$ cat config.mk
export PLATFORM = sky130hd
export DESIGN_NAME = otter_pipe_stage
export DESIGN_NICKNAME = d
export VERILOG_FILES = /design/src/rtl/otter_pipe_pkg.sv /design/src/rtl/otter_sat_counter.sv /design/src/rtl/otter_pipe_stage.sv
export SDC_FILE = /design/constraint.sdc
export NUM_CORES = 1
export LEC_CHECK = 0
export ABC_AREA = 0
export BUFFER_PORTS_ARGS = -buffer_cell sky130_fd_sc_hd__buf_2
export CAP_MARGIN = 0
export CORE_MARGIN = 2
export CORE_UTILIZATION = 59
export DETAILED_ROUTE_END_ITERATION = 6
export GPL_ROUTABILITY_DRIVEN = 0
export PLACE_DENSITY = 0.85
export SYNTH_ARGS = -nofsm -noshare
export SYNTH_HDL_FRONTEND = slang
export SYNTH_SLANG_ARGS = --single-unit
$ cat constraint.sdc
create_clock -name CLK -period 6.2 [get_ports CLK]
set_clock_uncertainty 0.1 [all_clocks]
set_input_delay 0.62 -clock CLK [delete_from_list [all_inputs] [get_ports CLK]]
set_output_delay 0.62 -clock CLK [all_outputs]
set_load 0.03 [all_outputs]
$ cat src/rtl/otter_pipe_pkg.sv
// otter_pipe_pkg
//   Shared types and constants for the generic OTTER pipeline stage register.
//   - stage_state_t : occupancy state of an elastic stage (EMPTY/BUSY/FULL)
//   - *_W           : payload widths of each pipeline boundary bundle
//   - *_CTRL_W      : number of low payload bits that are control bits and
//                     must read as 0 whenever the entry is invalid
package otter_pipe_pkg;

  typedef enum logic [1:0] {
    EMPTY = 2'd0,
    BUSY  = 2'd1,
    FULL  = 2'd2
  } stage_state_t;

  // IF/ID: PC 32, PCPlus4 32, Instr 32 (no control bits at this boundary)
  localparam int IFID_W       = 96;

  // ID/EX: ctrl {ALUSrc 1, ALUControl 3, Branch 1, Jump 1, MemWrite 1,
  //              ResultSrc 2, RegWrite 1} = 10,
  //        data {RD1 32, RD2 32, PC 32, Rd 5, ImmExt 32, PCPlus4 32} = 165
  localparam int IDEX_CTRL_W  = 10;
  localparam int IDEX_W       = 175;

  // EX/MEM: ctrl {MemWrite 1, ResultSrc 2, RegWrite 1} = 4,
  //         data {ALUResult 32, WriteData 32, Rd 5, PCPlus4 32} = 101
  localparam int EXMEM_CTRL_W = 4;
  localparam int EXMEM_W      = 105;

  // MEM/WB: ctrl {ResultSrc 2, RegWrite 1} = 3,
  //         data {ALUResult 32, ReadData 32, Rd 5, PCPlus4 32} = 101
  localparam int MEMWB_CTRL_W = 3;
  localparam int MEMWB_W      = 104;

endpackage

$ cat src/rtl/otter_sat_counter.sv
// otter_sat_counter
//   Saturating up-counter used for stage back-pressure statistics.
//   Ports:
//     clk   in  clock, rising edge
//     rst_n in  asynchronous active-low reset, clears count
//     inc   in  count this cycle
//     count out current value, sticks at all-ones
module otter_sat_counter #(
  parameter int CNT_W = 16
) (
  input  logic             clk,
  input  logic             rst_n,
  input  logic             inc,
  output logic [CNT_W-1:0] count
);

  logic [CNT_W-1:0] count_q;
  logic [CNT_W-1:0] count_d;
  logic             at_max;

  assign at_max = &count_q;

  always_comb begin
    count_d = count_q;
    if (inc && !at_max) begin
      count_d = count_q + {{(CNT_W-1){1'b0}}, 1'b1};
    end
  end

  always_ff @(posedge clk or negedge rst_n) begin
    if (!rst_n) begin
      count_q <= '0;
    end else begin
      count_q <= count_d;
    end
  end

  assign count = count_q;

endmodule

$ cat src/rtl/otter_pipe_stage.sv
// otter_pipe_stage
//   Generic elastic pipeline register for the pipelined OTTER core. Carries
//   an opaque payload across a valid/ready handshake, with synchronous flush
//   and an optional skid entry that makes InReady a pure flop decode.
//   Ports:
//     CLK       in  clock, rising edge
//     RST_N     in  asynchronous active-low reset, drops all entries
//     Flush     in  kill all held entries; handshake offered this cycle dropped
//     InValid   in  upstream payload valid
//     InReady   out stage can accept this cycle
//     InData    in  upstream payload (low CTRL_W bits are control)
//     OutValid  out OutData valid
//     OutReady  in  downstream accepts (0 = hazard-unit stall)
//     OutData   out payload to next stage, control bits 0 when not valid
//     StallCnt  out saturating count of OutValid & !OutReady cycles
module otter_pipe_stage
  import otter_pipe_pkg::*;
#(
  parameter int DATA_W = MEMWB_W,
  parameter int CTRL_W = MEMWB_CTRL_W,
  parameter bit SKID   = 1'b1,
  parameter int CNT_W  = 16
) (
  input  logic              CLK,
  input  logic              RST_N,
  input  logic              Flush,
  input  logic              InValid,
  output logic              InReady,
  input  logic [DATA_W-1:0] InData,
  output logic              OutValid,
  input  logic              OutReady,
  output logic [DATA_W-1:0] OutData,
  output logic [CNT_W-1:0]  StallCnt
);

  localparam logic [DATA_W-1:0] CTRL_MASK =
    {{(DATA_W-CTRL_W){1'b0}}, {CTRL_W{1'b1}}};

  stage_state_t      state_q;
  stage_state_t      state_d;
  logic [DATA_W-1:0] main_q;
  logic [DATA_W-1:0] main_d;
  logic              in_ready;
  logic              accept;
  logic              emit;
  logic              stall;

  assign OutValid = (state_q != EMPTY);
  assign accept   = InValid & in_ready & ~Flush;
  assign emit     = OutValid & OutReady;
  assign stall    = OutValid & ~OutReady;
  assign InReady  = in_ready;

  // Control bits are also masked at the output so an idle stage can never
  // issue a stray RegWrite/MemWrite, even if main_q held stale control.
  assign OutData  = OutValid ? main_q : (main_q & ~CTRL_MASK);

  generate
    if (SKID) begin : g_skid
      logic [DATA_W-1:0] skid_q;
      logic [DATA_W-1:0] skid_d;

      // Decoded from the state flop only, so a downstream stall cannot
      // ripple combinationally back through earlier stages.
      assign in_ready = (state_q != FULL);

      always_comb begin
        state_d = state_q;
        main_d  = main_q;
        skid_d  = skid_q;
        if (Flush) begin
          state_d = EMPTY;
          main_d  = main_q & ~CTRL_MASK;
          skid_d  = skid_q & ~CTRL_MASK;
        end else begin
          case (state_q)
            EMPTY: begin
              if (accept) begin
                main_d  = InData;
                state_d = BUSY;
              end
            end
            BUSY: begin
              if (accept && emit) begin
                main_d = InData;
              end else if (accept) begin
                // Downstream stalled after we advertised ready: park it.
                skid_d  = InData;
                state_d = FULL;
              end else if (emit) begin
                main_d  = main_q & ~CTRL_MASK;
                state_d = EMPTY;
              end
            end
            FULL: begin
              if (emit) begin
                main_d  = skid_q;
                skid_d  = skid_q & ~CTRL_MASK;
                state_d = BUSY;
              end
            end
            default: begin
              state_d = EMPTY;
            end
          endcase
        end
      end

      always_ff @(posedge CLK or negedge RST_N) begin
        if (!RST_N) begin
          skid_q <= '0;
        end else begin
          skid_q <= skid_d;
        end
      end
    end else begin : g_single
      // Single entry: can refill in the same cycle the held entry leaves.
      assign in_ready = ~OutValid | OutReady;

      always_comb begin
        state_d = state_q;
        main_d  = main_q;
        if (Flush) begin
          state_d = EMPTY;
          main_d  = main_q & ~CTRL_MASK;
        end else if (accept) begin
          main_d  = InData;
          state_d = BUSY;
        end else if (emit) begin
          main_d  = main_q & ~CTRL_MASK;
          state_d = EMPTY;
        end
      end
    end
  endgenerate

  // Stage boundary register
  always_ff @(posedge CLK or negedge RST_N) begin
    if (!RST_N) begin
      state_q <= EMPTY;
      main_q  <= '0;
    end else begin
      state_q <= state_d;
      main_q  <= main_d;
    end
  end

  otter_sat_counter #(
    .CNT_W(CNT_W)
  ) u_stall_cnt (
    .clk  (CLK),
    .rst_n(RST_N),
    .inc  (stall),
    .count(StallCnt)
  );

endmodule

==> impl_metrics.env, run 1 <==
export IMPL_max_freq_ghz=0.244
export IMPL_final_fill_count=1312
export IMPL_timing_hold_violations_final=0
export IMPL_grt_remaining_overflow=0
export IMPL_cp_required_ns=6.48
export IMPL_power_leakage_nw=6.37
export IMPL_grt_start_max_net_pins=135
export IMPL_mappedNetlistArea_mm2=0.0108
export IMPL_switching_power_mw=2.69
export IMPL_clkSlewWorstSetupHoldPaths_ns=0.06
export IMPL_top_ff_cell_synth="dfrtp_1"
export IMPL_combinationalPowerShare=0.417
export IMPL_cp_end_kind="flop"
export IMPL_startpoint="state_q[0]"
export IMPL_stdcell_area_mm2=0.0121
export IMPL_worst_hold_slack_ns=0.0696
export IMPL_synth_edff_count=0
export IMPL_buffer_ports_inserted=230
export IMPL_switching_share=0.404
export IMPL_cts_max_path_buffers=3
export IMPL_worst_hold_path_type="primary input to async pin"
export IMPL_cpMaxStageDelayCell="a21oi_4"
export IMPL_dr_pass1_iters=5
export IMPL_ir_worst_vdd_mv=0.332
export IMPL_post_synth_inst_count=1016
export IMPL_drt_drc_violations_left=0
export IMPL_worst_endpoint_arrival_ns=4.39
export IMPL_cap_violations=0
export IMPL_run_status="finished, final reports clean"
export IMPL_wl_mm=23.1
export IMPL_cts_tree="built"
export IMPL_area_growth_syn_to_layout_pct=11.1
export IMPL_share_seq_of_total_power=0.374
export IMPL_post_route_ant_nets=0
export IMPL_async_flop_share=1.00
export IMPL_fp_dieArea_mm2=0.0195
export IMPL_synth_cell_types=48
export IMPL_floorplan_initialDensity=0.602
export IMPL_power_per_cell_area_mw_per_mm2=551
export IMPL_setup_worst_path_class="flop to flop"
export IMPL_grt_pass1_wl_mm=37.8
export IMPL_pin_count=231
export IMPL_synth_yosys_seq_area_share=0.521
export IMPL_viasPerCell=5.63
export IMPL_detailed_place_area_mm2=0.0113
export IMPL_clockPowerShare=0.208
export IMPL_rrSetupSlack_ns=2.10
export IMPL_ys_ff_latch=226
export IMPL_ys_warnings_count=0
export IMPL_cts_setup_buffers=0
export IMPL_critPathMaxFanout=55
export IMPL_dieHeight_um=140
export IMPL_worst_skew_pair_late_latency_ns=0.50
export IMPL_worst_setup_path_start_kind="flop"
export IMPL_mostFrequentLayoutCells="buf_2, dfrtp_1, nand2_1"
export IMPL_cts_repair_resize_count=0
export IMPL_cts_buffers=24
export IMPL_grt_setup_unrepaired="false"
export IMPL_grt_util_all_layers=0.234
export IMPL_initialDrtViolationCount=612
export IMPL_via_count=7632
export IMPL_slew_limit_headroom=0.229
export IMPL_cts_sink_count=226
export IMPL_total_half_perimeter_wirelength_after_legalization_and_detailed_placement_mm=14.7
export IMPL_layout_cells_most_common="buf_2"
export IMPL_wl_per_cell_um=17.1
export IMPL_internal_power_mw=3.96
export IMPL_grt_pass1_vias=7377
export IMPL_final_min_clock_period_ns=4.10
export IMPL_cts_htree_levels=1
export IMPL_cpPeakStageDelay_ns=0.87
export IMPL_worst_slew_pin_slew_ns=1.15
export IMPL_holdBufCountCts=0
export IMPL_placementRows=49
export IMPL_core_area_mm2=0.0180
export IMPL_final_nets=1224
export IMPL_report_final_setup_viol=0
export IMPL_synth_nets=1131
export IMPL_tns_ns=0
export IMPL_min_period_over_period=0.662
export IMPL_clock_tree_root_cell="clkbuf_16"
export IMPL_post_synth_cell_area_avg_um2=10.7
export IMPL_final_layout_size_suffix_gt1_frac=0.277
export IMPL_slew_viol_final=0
export IMPL_grt_antenna_before_repair=1
export IMPL_timing_rr_start="state_q[0]"
export IMPL_critical_path_cell_chain="inv_1 > ha_1 > clkinv_2 > or3_1 > a21oi_4 > buf_4 > mux2_2"
export IMPL_die_width_um=140
-- layout make-up --
class | instances | area [um^2] | share of cell area
Clock inverter | 6 | 57.6 | 0.00477
Timing Repair Buffer | 239 | 1250 | 0.104
Multi-Input combinational cell | 610 | 4060 | 0.337
Tap cell | 229 | 287 | 0.0238
Clock buffer | 36 | 707 | 0.0586
Antenna cell | 1 | 2.50 | 0.000208
Sequential cell | 226 | 5660 | 0.469
Inverter | 8 | 31.3 | 0.00259
-- worst max-delay path, delay by kind of cell, from the launching register on --
kind / cells / cell delay (ns)
buffers and inverters: 3 / 1.25
AO/OA/AOI/OAI: 1 / 0.87
AND/OR/NAND/NOR: 1 / 0.67
flip-flops: 1 / 0.42
multiplexers: 1 / 0.37
adder cells (fa/ha/maj): 1 / 0.29
-- metal layers --
layer	routed length, um	global-route usage
met5	0	0
met4	503	0.0700
met3	1610	0.0482
met2	11100	0.373
met1	9870	0.327
-- per-stage QoR --
stage               utilization  power, mW  worst slack [ns]  instances
finish                    0.669       6.64              2.10       1355
global route              0.669       7.07              1.80       1354
CTS                       0.669       6.70              2.05       1354
detailed placement        0.626       5.30              2.08       1312
global placement          0.626       5.18              2.16       1312
floorplan                     -       4.90              4.02       1016
-- cells by family (layout without fill, tap and decap cells) --
logic type / count (synthesis) / in the layout / share of synthesized area
AO/OA/AOI/OAI: 221 / 221 / 0.139
XOR/XNOR: 10 / 10 / 0.00807
adder cells (fa/ha/maj): 6 / 6 / 0.00692
buffers and inverters: 180 / 289 / 0.106
flip-flops: 226 / 226 / 0.521
multiplexers: 109 / 109 / 0.113
other: 0 / 1 / 0
AND/OR/NAND/NOR: 264 / 264 / 0.105
-- Yosys cell counts, types with 7 or more instances --
| cell | n | area, um^2 |
|---|---|---|
| o21ai_0 | 102 | 510 |
| nand2_1 | 213 | 800 |
| nor2_1 | 7 | 26.3 |
| dfrtp_1 | 226 | 5660 |
| mux2_1 | 77 | 867 |
| inv_1 | 7 | 26.3 |
| mux2_2 | 28 | 315 |
| buf_6 | 9 | 101 |
| xor2_1 | 9 | 78.8 |
| a22o_1 | 101 | 885 |
| clkbuf_1 | 38 | 143 |
| buf_4 | 102 | 766 |
| buf_2 | 20 | 100 |
-- power groups by stage --
stage          logic [mW]  clock network (mW)  registers [mW]
2_1_floorplan        2.45                   0            2.45
3_3_place_gp         2.71                   0            2.48
3_5_place_dp         2.79                   0            2.51
4_1_cts              2.80                1.41            2.49
5_1_grt              3.02                1.48            2.56
6_report             2.77                1.38            2.49
-- path summary, 6_finish.rpt --
check	to	cells past startpoint
worst min-delay path	u_stall_cnt.count[0]	1
min in group CLK	g_skid.skid_q[1]	3
worst min register to register	main_q[90]	1
max in group asynchronous	main_q[63]	2
worst max-delay path	main_q[74]	7
worst max register to register	main_q[74]	7
-- flip-flops by register name, indices dropped and copies added, names as in the netlist --
signal and cells:
u_stall_cnt.count 16, main_q 104, state_q 2, g_skid.skid_q 104
Note: power is estimated with default switching activity, not from simulation.
==> run 2, diff against run 1 <==
Settings changed: CORE_UTILIZATION 59 to 55, PLACE_DENSITY 0.85 to 0.8.
Clock period 6.2 ns to 4.1 ns, I/O delays scaled along.
==> impl_metrics.env, run 2 (same netlist as run 1, synthesis figures left out) <==
export IMPL_grt_pass1_wl_mm=37.2
export IMPL_grt_remaining_overflow=0
export IMPL_dieHeight_um=144
export IMPL_worst_setup_path_start_kind="flop"
export IMPL_floorplan_initialDensity=0.559
export IMPL_critPathMaxFanout=56
export IMPL_grt_antenna_before_repair=4
export IMPL_cpPeakStageDelay_ns=0.64
export IMPL_die_width_um=144
export IMPL_fp_dieArea_mm2=0.0209
export IMPL_cts_htree_levels=1
export IMPL_ir_worst_vdd_mv=0.535
export IMPL_worst_endpoint_arrival_ns=3.27
export IMPL_viasPerCell=5.41
export IMPL_stdcell_count=1397
export IMPL_worstRegToRegCells=7
export IMPL_cts_setup_buffers=0
export IMPL_wl_mm=23.4
export IMPL_worst_skew_pair_late_latency_ns=0.51
export IMPL_min_period_over_period=0.725
export IMPL_cts_tree="built"
export IMPL_wl_per_cell_um=16.8
export IMPL_dr_pass1_iters=6
export IMPL_cpMaxStageDelayCell="buf_4"
export IMPL_slew_viol_final=0
export IMPL_worst_hold_path_type="primary input to flop"
export IMPL_via_count=7555
export IMPL_power_leakage_nw=6.42
export IMPL_hold_start="InData[28]"
export IMPL_initialDrtViolationCount=390
export IMPL_layout_cells_most_common="buf_2"
export IMPL_cap_violations=0
export IMPL_total_power_mw=10.2
export IMPL_cts_buffers=24
export IMPL_final_nets=1229
export IMPL_worst_hold_slack_ns=0.0402
export IMPL_tns_ns=0
export IMPL_cts_max_path_buffers=3
export IMPL_final_layout_size_suffix_gt1_frac=0.283
export IMPL_cts_sink_count=226
export IMPL_timing_hold_violations_final=0
export IMPL_hold_path_depth=3
export IMPL_grt_start_max_net_pins=119
export IMPL_area_growth_syn_to_layout_pct=12.3
export IMPL_placementRows=51
export IMPL_core_area_mm2=0.0194
export IMPL_timing_rr_start="state_q[0]"
export IMPL_pin_count=231
export IMPL_final_core_utilization=0.628
export IMPL_cp_required_ns=4.39
export IMPL_report_final_setup_viol=0
export IMPL_cp_end_kind="flop"
export IMPL_setup_worst_path_class="flop to flop"
export IMPL_slew_limit_headroom=0.313
export IMPL_rrSetupSlack_ns=1.13
export IMPL_mostFrequentLayoutCells="buf_2, dfrtp_1, nand2_1"
export IMPL_buffer_ports_inserted=230
export IMPL_cts_repair_resize_count=0
export IMPL_run_status="finished, final reports clean"
export IMPL_critical_path_cell_chain="inv_1 > ha_1 > nand2b_1 > or3_1 > a21oi_4 > buf_4 > mux2_1"
export IMPL_max_freq_ghz=0.336
export IMPL_drt_drc_violations_left=0
export IMPL_regToRegEndpoint="main_q[31]"
export IMPL_worst_slew_pin_slew_ns=1.03
export IMPL_final_min_clock_period_ns=2.97
export IMPL_placed_cells=1352
export IMPL_power_per_cell_area_mw_per_mm2=836
export IMPL_clock_tree_root_cell="clkbuf_16"
export IMPL_clkSlewWorstSetupHoldPaths_ns=0.06
export IMPL_hold_end="g_skid.skid_q[28]"
export IMPL_total_half_perimeter_wirelength_after_legalization_and_detailed_placement_mm=14.8
export IMPL_grt_setup_unrepaired="false"
export IMPL_grt_util_all_layers=0.219
export IMPL_grt_pass1_vias=7366
export IMPL_post_route_ant_nets=0
run 2: cell types whose count changed in the layout (fill, tap and decap cells not counted):
| cell | delta |
|---|---|
| buf_4 | +5 |
| bufinv_16 | +3 |
| clkbuf_1 | -3 |
| clkinv_2 | +3 |
| clkbuf_8 | -2 |
| buf_12 | -1 |
| clkbuf_16 | -1 |
| clkinv_8 | +1 |
| dlygate4sd3_1 | +1 |
run 2: per-layer routing:
| layer | routed length, um | part of all wire | GRT usage | vias to the layer above |
|---|---|---|---|---|
| met5 | 27 | 0.0012 | 0 | - |
| met4 | 453 | 0.019 | 0.0572 | 4 |
| met3 | 1420 | 0.060 | 0.0411 | 47 |
| met2 | 11200 | 0.48 | 0.367 | 221 |
| met1 | 10400 | 0.44 | 0.295 | 3686 |
| li1 | - | - | - | 3597 |
run 2: layout make-up:
type	count	area, um^2
antenna	1	2.50
clock buffer	30	643
multi-input combinational	610	4060
fill	1570	7210
sequential	226	5660
tap	265	332
timing repair buffer	244	1280
inverter	8	31.3
clock inverter	13	179
run 2: report_power, final:
part | internal [mW] | switching, mW
clock | 1.37 | 0.887
sequential | 3.22 | 0.546
combinational | 1.49 | 2.67
run 2: worst max-delay path by stage:
stage | startpoint | endpoint | slack, ns | cells after the start
detailed placement | state_q[0] | main_q[25] | 1.13 | 7
CTS | state_q[0] | main_q[25] | 1.13 | 7
global route | state_q[0] | main_q[11] | 0.96 | 7
floorplan | state_q[0] | main_q[25] | 1.92 | 8
finish | state_q[0] | main_q[31] | 1.13 | 7
global placement | state_q[0] | main_q[55] | 1.22 | 7
run 2: metrics by stage:
stage	cell area, um^2	worst slack, ns
3_3_place_gp	11400	1.22
4_1_cts	12200	1.13
5_1_grt	12200	0.962
2_1_floorplan	10800	1.92
6_report	12200	1.13
3_5_place_dp	11400	1.13
run 2: what timing repair did:
action	in CTS	in global routing
endpoints found under the setup margin	0	0
hold buffers	1	0
endpoints found under the hold margin	115	0
run 2: critical path: cells and delay by family, from the launching register on:
family,cells,cell delay (ns)
simple gates,2,0.69
flops,1,0.40
compound gates,1,0.15
mux,1,0.40
fa+ha+maj,1,0.34
buf+inv,2,0.73
